File: src/rtl/dcache_wbuf.sv
// Store write buffer between a write-through L1 data cache and the memory bus.
// Word stores are queued and drained to memory in order. Line refills pass
// through only once the queue is drained, which preserves read-after-write
// ordering without any address comparison.
module dcache_wbuf #(
  parameter int depth_width  = 2,
  parameter int offset_width = 2
) (
  input  logic                              clk,
  input  logic                              rstn,
  // cache side
  input  logic [31:0]                       addr_dcache_mem,
  input  logic [31:0]                       dout_dcache_mem,
  input  logic                              dcache_mem_req,
  input  logic                              dcache_mem_wr,
  input  logic [1:0]                        dcache_mem_size,
  input  logic [3:0]                        dcache_mem_wstrb,
  output logic                              mem_dcache_addrOK,
  output logic                              mem_dcache_dataOK,
  output logic [32*(1<<offset_width)-1:0]   din_mem_dcache,
  // memory side
  output logic [31:0]                       addr_wbuf_mem,
  output logic [31:0]                       dout_wbuf_mem,
  output logic                              wbuf_mem_req,
  output logic                              wbuf_mem_wr,
  output logic [1:0]                        wbuf_mem_size,
  output logic [3:0]                        wbuf_mem_wstrb,
  input  logic                              mem_wbuf_addrOK,
  input  logic                              mem_wbuf_dataOK,
  input  logic [32*(1<<offset_width)-1:0]   din_mem_wbuf,
  // status
  output logic                              wbuf_empty
);

  localparam int ENTRIES = 1 << depth_width;
  localparam logic [depth_width:0]   CNT_FULL = (depth_width+1)'(ENTRIES);
  localparam logic [depth_width:0]   CNT_ONE  = (depth_width+1)'(1);
  localparam logic [depth_width-1:0] PTR_ONE  = depth_width'(1);

  typedef enum logic [2:0] {
    IDLE   = 3'd0,
    W_REQ  = 3'd1,
    W_WAIT = 3'd2,
    R_REQ  = 3'd3,
    R_WAIT = 3'd4
  } state_e;

  state_e state_q, state_d;

  // queue storage (data only, never reset)
  logic [31:0] fifo_addr_q  [ENTRIES];
  logic [31:0] fifo_data_q  [ENTRIES];
  logic [1:0]  fifo_size_q  [ENTRIES];
  logic [3:0]  fifo_wstrb_q [ENTRIES];

  logic [depth_width-1:0] wptr_q, wptr_d;
  logic [depth_width-1:0] rptr_q, rptr_d;
  logic [depth_width:0]   count_q, count_d;
  logic [31:0]            raddr_q, raddr_d;
  logic                   wr_ack_q, wr_ack_d;

  logic full;
  logic empty;
  logic rd_busy;
  logic push;
  logic pop;
  logic rd_done;

  assign full    = (count_q == CNT_FULL);
  assign empty   = (count_q == '0);
  // a pending refill blocks new stores; the cache never overlaps them anyway
  assign rd_busy = (state_q == R_REQ) || (state_q == R_WAIT);
  // full is taken from the registered count, so a pop never frees a slot
  // for a push in the same cycle
  assign push    = dcache_mem_req && dcache_mem_wr && !full && !rd_busy;
  assign pop     = (state_q == W_WAIT) && mem_wbuf_dataOK;
  assign rd_done = (state_q == R_WAIT) && mem_wbuf_dataOK;

  // next pointers, occupancy and write-completion pulse
  always_comb begin
    wptr_d   = wptr_q;
    rptr_d   = rptr_q;
    count_d  = count_q;
    wr_ack_d = push;
    if (push) begin
      wptr_d = wptr_q + PTR_ONE;
    end
    if (pop) begin
      rptr_d = rptr_q + PTR_ONE;
    end
    case ({push, pop})
      2'b10:   count_d = count_q + CNT_ONE;
      2'b01:   count_d = count_q - CNT_ONE;
      default: count_d = count_q;
    endcase
  end

  // drain FSM: next state and memory-side request fields
  always_comb begin
    state_d        = state_q;
    raddr_d        = raddr_q;
    wbuf_mem_req   = 1'b0;
    wbuf_mem_wr    = 1'b0;
    addr_wbuf_mem  = '0;
    dout_wbuf_mem  = '0;
    wbuf_mem_size  = '0;
    wbuf_mem_wstrb = '0;
    case (state_q)
      IDLE: begin
        // queued stores always go before a refill
        if (!empty) begin
          state_d = W_REQ;
        end else if (dcache_mem_req && !dcache_mem_wr) begin
          state_d = R_REQ;
          raddr_d = addr_dcache_mem;
        end
      end
      W_REQ: begin
        wbuf_mem_req   = 1'b1;
        wbuf_mem_wr    = 1'b1;
        addr_wbuf_mem  = fifo_addr_q[rptr_q];
        dout_wbuf_mem  = fifo_data_q[rptr_q];
        wbuf_mem_size  = fifo_size_q[rptr_q];
        wbuf_mem_wstrb = fifo_wstrb_q[rptr_q];
        if (mem_wbuf_addrOK) begin
          state_d = W_WAIT;
        end
      end
      W_WAIT: begin
        if (mem_wbuf_dataOK) begin
          state_d = (count_d != '0) ? W_REQ : IDLE;
        end
      end
      R_REQ: begin
        wbuf_mem_req  = 1'b1;
        addr_wbuf_mem = raddr_q;
        wbuf_mem_size = 2'd2;
        if (mem_wbuf_addrOK) begin
          state_d = R_WAIT;
        end
      end
      R_WAIT: begin
        if (mem_wbuf_dataOK) begin
          state_d = IDLE;
        end
      end
      default: state_d = IDLE;
    endcase
  end

  // cache-side handshake: store accepts and refill accept/return are combinational
  always_comb begin
    mem_dcache_addrOK = push || ((state_q == R_REQ) && mem_wbuf_addrOK);
    mem_dcache_dataOK = wr_ack_q || rd_done;
    din_mem_dcache    = rd_done ? din_mem_wbuf : '0;
    wbuf_empty        = empty && (state_q == IDLE);
  end

  // control registers; reset abandons any in-flight memory transaction
  always_ff @(posedge clk or negedge rstn) begin
    if (!rstn) begin
      state_q  <= IDLE;
      wptr_q   <= '0;
      rptr_q   <= '0;
      count_q  <= '0;
      wr_ack_q <= 1'b0;
    end else begin
      state_q  <= state_d;
      wptr_q   <= wptr_d;
      rptr_q   <= rptr_d;
      count_q  <= count_d;
      wr_ack_q <= wr_ack_d;
    end
  end

  // queue entry write on store accept
  always_ff @(posedge clk) begin
    if (push) begin
      fifo_addr_q[wptr_q]  <= addr_dcache_mem;
      fifo_data_q[wptr_q]  <= dout_dcache_mem;
      fifo_size_q[wptr_q]  <= dcache_mem_size;
      fifo_wstrb_q[wptr_q] <= dcache_mem_wstrb;
    end
  end

  // refill address register
  always_ff @(posedge clk) begin
    raddr_q <= raddr_d;
  end

endmodule

File: config.mk
export PLATFORM = sky130hd
export DESIGN_NAME = dcache_wbuf
export DESIGN_NICKNAME = d
export VERILOG_FILES = /design/src/rtl/dcache_wbuf.sv
export SDC_FILE = /design/constraint.sdc
export NUM_CORES = 1
export LEC_CHECK = 0
export ABC_AREA = 1
export ABC_CLOCK_PERIOD_IN_PS = 5200
export CORE_MARGIN = 3
export CORE_UTILIZATION = 48
export DETAILED_ROUTE_END_ITERATION = 12
export MAX_ROUTING_LAYER = met4
export PLACE_DENSITY = 0.81
export SYNTH_ARGS = -nofsm -noshare
export SYNTH_HDL_FRONTEND = slang
export SYNTH_SLANG_ARGS = --single-unit
File: constraint.sdc
create_clock -name clk -period 5.2 [get_ports clk]
set_clock_uncertainty 0.2 [all_clocks]
set_input_delay 1.04 -clock clk [delete_from_list [all_inputs] [get_ports clk]]
set_output_delay 1.04 -clock clk [all_outputs]
set_load 0.03 [all_outputs]
Word-level counts from Yosys, hierarchy flattened
Memory sizes are Yosys's and may differ from the RTL's. Index checks and enable logic that the tools add are counted.

Add/subtract/negate cells: 4. Equal/unequal tests: 12. Mux-type cells: 18. Reductions and logical operators: 20.

Operator list (number): 128-bit 2-to-1 mux (1); 32-bit case mux with 2 select lines (1); 32-bit 2-to-1 mux (1); 3-bit 2-to-1 mux (6); 3-bit case mux with 5 select lines (1); 1-bit logical AND (8); 2-bit != test, second input constant (4); 3-bit by 2-bit == test with 1-bit output, second input constant (2); 3-bit == test, second input constant (2); 3-bit zero test (2); 3-bit case mux with 2 select lines (1); 1-bit 2-to-1 mux (5); 5-bit AND reduction (1); 2-bit by 1-bit adder with 2-bit output, second input constant (2); 4-bit 2-to-1 mux (1); 2-bit case mux with 2 select lines (1); 3-bit by 1-bit adder with 3-bit output, second input constant (1); 3-bit by 1-bit == test with 1-bit output, second input constant (1); 1-bit zero test (3); 1-bit logical OR (3); 3-bit != test, second input constant (1); 3-bit AND reduction (1); 3-bit nonzero test (1); 3-bit by 1-bit subtractor with 3-bit output, second input constant (1); other kinds (3) (3).

Register bits after elaboration: 43. RAM bits: 280. Output and inout bits: 203. Word-level logic and storage cells: 64. Memories: 4.

Memory list: fifo_addr_q (depth 4, bits a word 32, read ports 1, clocked after memory_dff 0, write ports 1, RTL line 51) `logic [31:0] fifo_addr_q [ENTRIES];`; fifo_data_q (depth 4, bits a word 32, read ports 1, clocked after memory_dff 0, write ports 1, RTL line 52) `logic [31:0] fifo_data_q [ENTRIES];`; fifo_wstrb_q (depth 4, bits a word 4, read ports 1, clocked after memory_dff 0, write ports 1, RTL line 54) `logic [3:0] fifo_wstrb_q [ENTRIES];`; fifo_size_q (depth 4, bits a word 2, read ports 1, clocked after memory_dff 0, write ports 1, RTL line 53) `logic [1:0] fifo_size_q [ENTRIES];`.

Logic depth before layout (Yosys ltp)
Depth after elaboration: 10. Depth in mapped cells: 17.

Worst setup path before layout
OpenSTA, ideal clock, no wires.

Kind: input to register. Start point: in dcache_mem_wr. End point: mem fifo_addr_q[0][0] (enable). Arrival: 4.336 ns. Data required time: 4.501 ns. Slack: 0.165 ns. Stages: 4. Buffers on the path: 0. Cells stage by stage: nand2_1 a21oi_1 nand3_2 nor2_1.

Longest elaborated chain between the ends: 5.

Ends and longest elaborated chain: from (decl) (RTL line 15) `input logic dcache_mem_wr,`; 1-bit logical AND (3 in series) (RTL line 75) `assign push = dcache_mem_req && dcache_mem_wr && !full && !rd_busy;`; 1-bit 2-to-1 mux (RTL line 178) `if (push) begin`; 1-bit 2-to-1 mux (not written as such) (RTL line 179) `fifo_addr_q[wptr_q] <= addr_dcache_mem;`; to (decl) (RTL line 51).

No other way between the ends.

Worst setup path in the final report
Start point: in mem_wbuf_dataOK. End point: out din_mem_dcache[124].

Longest elaborated chain between the ends: 2.

Ends and longest elaborated chain: from (decl) (RTL line 29) `input logic mem_wbuf_dataOK,`; 1-bit logical AND (RTL line 77) `assign rd_done = (state_q == R_WAIT) && mem_wbuf_dataOK;`; 128-bit 2-to-1 mux (RTL line 155) `din_mem_dcache = rd_done ? din_mem_wbuf : '0;`; to (decl) (RTL line 20) `output logic [32*(1<<offset_width)-1:0] din_mem_dcache,`.

No other way between the ends.

==> out/qor.yml <==
status: "finished, final reports clean"
via_count: 10527
dp_hpwl_mm: 28.08
min_path_type: "reg2reg"
antenna_found_initial: 19
period_minus_slack_ps: 4412
placementRows: 61
clock_tree.root_cell: "clkbuf_16"
dieArea_um2: 30530
finalHoldViolCount: 0
ys_ff_latch: 323
crit_fanout: 35
die_h_um: 174.7
drv_slew: 0
dieWidth_um: 174.7
p_leak_nw: 7.166
ys_seq_area_share_pct: 70.57
finalHoldWorstSlack_ps: 328.5
ir_drop_mv: 0.4457
crit_buf_inv: 3
nets: 1829
grt_pass1_wl_mm: 60.64
synth.distinct_cells: 28
cp_slowest_stage_delay_ps: 690
io-pin-count: 407
clkSinkCount: 323
fin_setup_tns_ps: 0
setup_violations: 0
grt_busiest_layer: "met2"
gr-total-overflow: 0
synth-edff-count: 312
cpLargestDelayFamily: "buffers and inverters"
cts_tree: "built"
cts_buffer_depth: 3
wl_per_cell_um: 20.08
numCtsBuffers: 30
worst_slew_pin_slew_ps: 971.5
max-slew-margin-rel_pct: 35.24
drtAntennaViolNets: 0
grtUsageMet3_pct: 5.106
first_iter_violations: 795
synth_nets: 1439
stdcell_area_um2: 19080
path_class: "in2out"
place_area_um2: 18170
post_cts_resized: 0
synthArstFlopShare_pct: 3.406
ys_warn_count: 0
start_kind: "input pin"
arrival_ps: 3170
syn_inst: 1229
gr-usage-all-layers_pct: 26.64
path_clk_slew_ps: 60
worstPathRequired_ps: 3960
pre_cts_ws_ps: 778.0
postCtsHoldBufs: 0
crit_path_frequent_cell: "clkdlybuf4s50_1"
clk_latency_ps: 540
wl_mm: 40.88
dr.pass1.iters: 6
grt_pass1_vias: 10311
htreeDepth: 1
setup_slack_ps: 787.7
powerDensity_nw_per_um2: 472.9
power_mw: 9.025
maxCapViolCount: 0
rsz0062_at_grt: "no"
core_um2: 27930
gp_congestion: 0.9614
port_buffers: 406
drive_gt1_share_pct: 4.811
period_share_pct: 84.85
synth.cell_area_um2: 13670
use_met2_pct: 45.44
viasPerCell: 5.170
synth_flop_cell: "edfxtp_1"
area_growth_pct: 39.64
initial_core_util_pct: 48.92
fmax_mhz: 226.6
cts_setup_buffers: 0
drc: 0
grt_max_degree: 112
crit_slowest_cell: "clkdlybuf4s50_1"
synth_area_per_cell_um2: 11.12
endpoint_kind: "output pin"
use_met1_pct: 31.37
worstPathCellList: "clkdlybuf4s50_1, nand3_4, buf_4, nor2_1, clkdlybuf4s50_1"
-- Yosys cell counts, types with 2 or more instances --
cell        n  area [µm²]
nand2_1   151       566.8
ha_1        5       62.56
a32o_1     32       320.3
inv_1     149       559.3
dfrtp_1    11       275.3
o21ai_0    54       270.3
o21ai_1    26       130.1
buf_2      33       165.2
clkbuf_1   18       67.56
edfxtp_1  312        9369
xor2_1      2       17.52
inv_2       6       22.52
nand3_1    67       335.3
buf_1       9       33.78
a21oi_1    39       195.2
nor2_1    295        1107
buf_4       9       67.56
-- where the power goes --
group / internal [mW] / switching [mW]
registers: 3.17 / 0.122
logic: 1.34 / 2.43
clock network: 1.09 / 0.877
total: 5.59 / 3.43
-- layer usage --
| metal | share of wire [%] | routed length (µm) | up-vias |
|---|---|---|---|
| met2 | 52 | 21410 | 542 |
| met1 | 36 | 14720 | 5001 |
| met3 | 8.6 | 3503 | 83 |
| met5 | 0 | 0 | - |
| met4 | 3.1 | 1249 | 0 |
| li1 | - | - | 4901 |
-- path summary, 6_finish.rpt --
| check | start | endpoint | slack (ps) | cells after the start |
|---|---|---|---|---|
| hold reg to reg | count_q[2] | count_q[2] | 330 | 2 |
| setup reg to reg | state_q[2] | state_q[0] | 1910 | 15 |
| max in group asynchronous | rstn | rptr_q[0] | 3750 | 1 |
| setup / recovery | mem_wbuf_dataOK | din_mem_dcache[124] | 790 | 5 |
| min in group asynchronous | rstn | state_q[1] | 650 | 1 |
| hold / removal | count_q[2] | count_q[2] | 330 | 2 |
-- area by class of cell --
class	instances	area [µm²]
clock inverters	12	52.55
well taps	378	473.0
repair buffers	428	4317
flip-flops and latches	323	9649
fillers	2000	8851
clock buffers	43	820.8
inverters	156	588.1
multi-input cells	680	3143
diodes	16	40.04
-- worst reg2reg max path: cells and delay by family, from the launching register on --
| kind | cells | cell delay, ps |
|---|---|---|
| fa+ha+maj | 2 | 710 |
| compound gates | 1 | 110 |
| buf+inv | 3 | 280 |
| flops | 1 | 460 |
| simple gates | 9 | 1430 |
-- placed cells by master, fill, tap and decap left out, types with 31 or more instances in the layout --
master	count
clkbuf_16	31
inv_1	149
a32o_1	32
nand2_1	151
nor2_1	290
clkdlybuf4s50_1	406
o21ai_0	54
a21oi_1	39
edfxtp_1	312
nand3_1	66
-- registers in the layout, indices dropped and copies added (netlist names) --
signal / count
fifo_wstrb_q: 16
fifo_addr_q: 128
fifo_data_q: 128
count_q: 3
raddr_q: 32
wr_ack_q: 1
state_q: 3
rptr_q: 2
wptr_q: 2
fifo_size_q: 8
-- metrics by stage --
step	utilization, %	cells
after detailed placement	65.05	1965
after global routing	68.32	2036
after CTS	68.17	2020
after global placement	65.05	1965
final	68.32	2036
after floorplan	-	1229
-- cell families (layout without fill, tap and decap cells) --
family | count (synthesis) | count (layout) | share of synthesized area [%]
AO/OA/AOI/OAI | 153 | 153 | 6.794
other | 0 | 16 | 0
XOR/XNOR | 2 | 2 | 0.1282
buffers and inverters | 226 | 639 | 6.830
flip-flops | 323 | 323 | 70.57
adder cells (fa/ha/maj) | 6 | 6 | 0.6043
AND/OR/NAND/NOR | 519 | 519 | 15.07
Note: power is estimated with default switching activity, not from simulation.
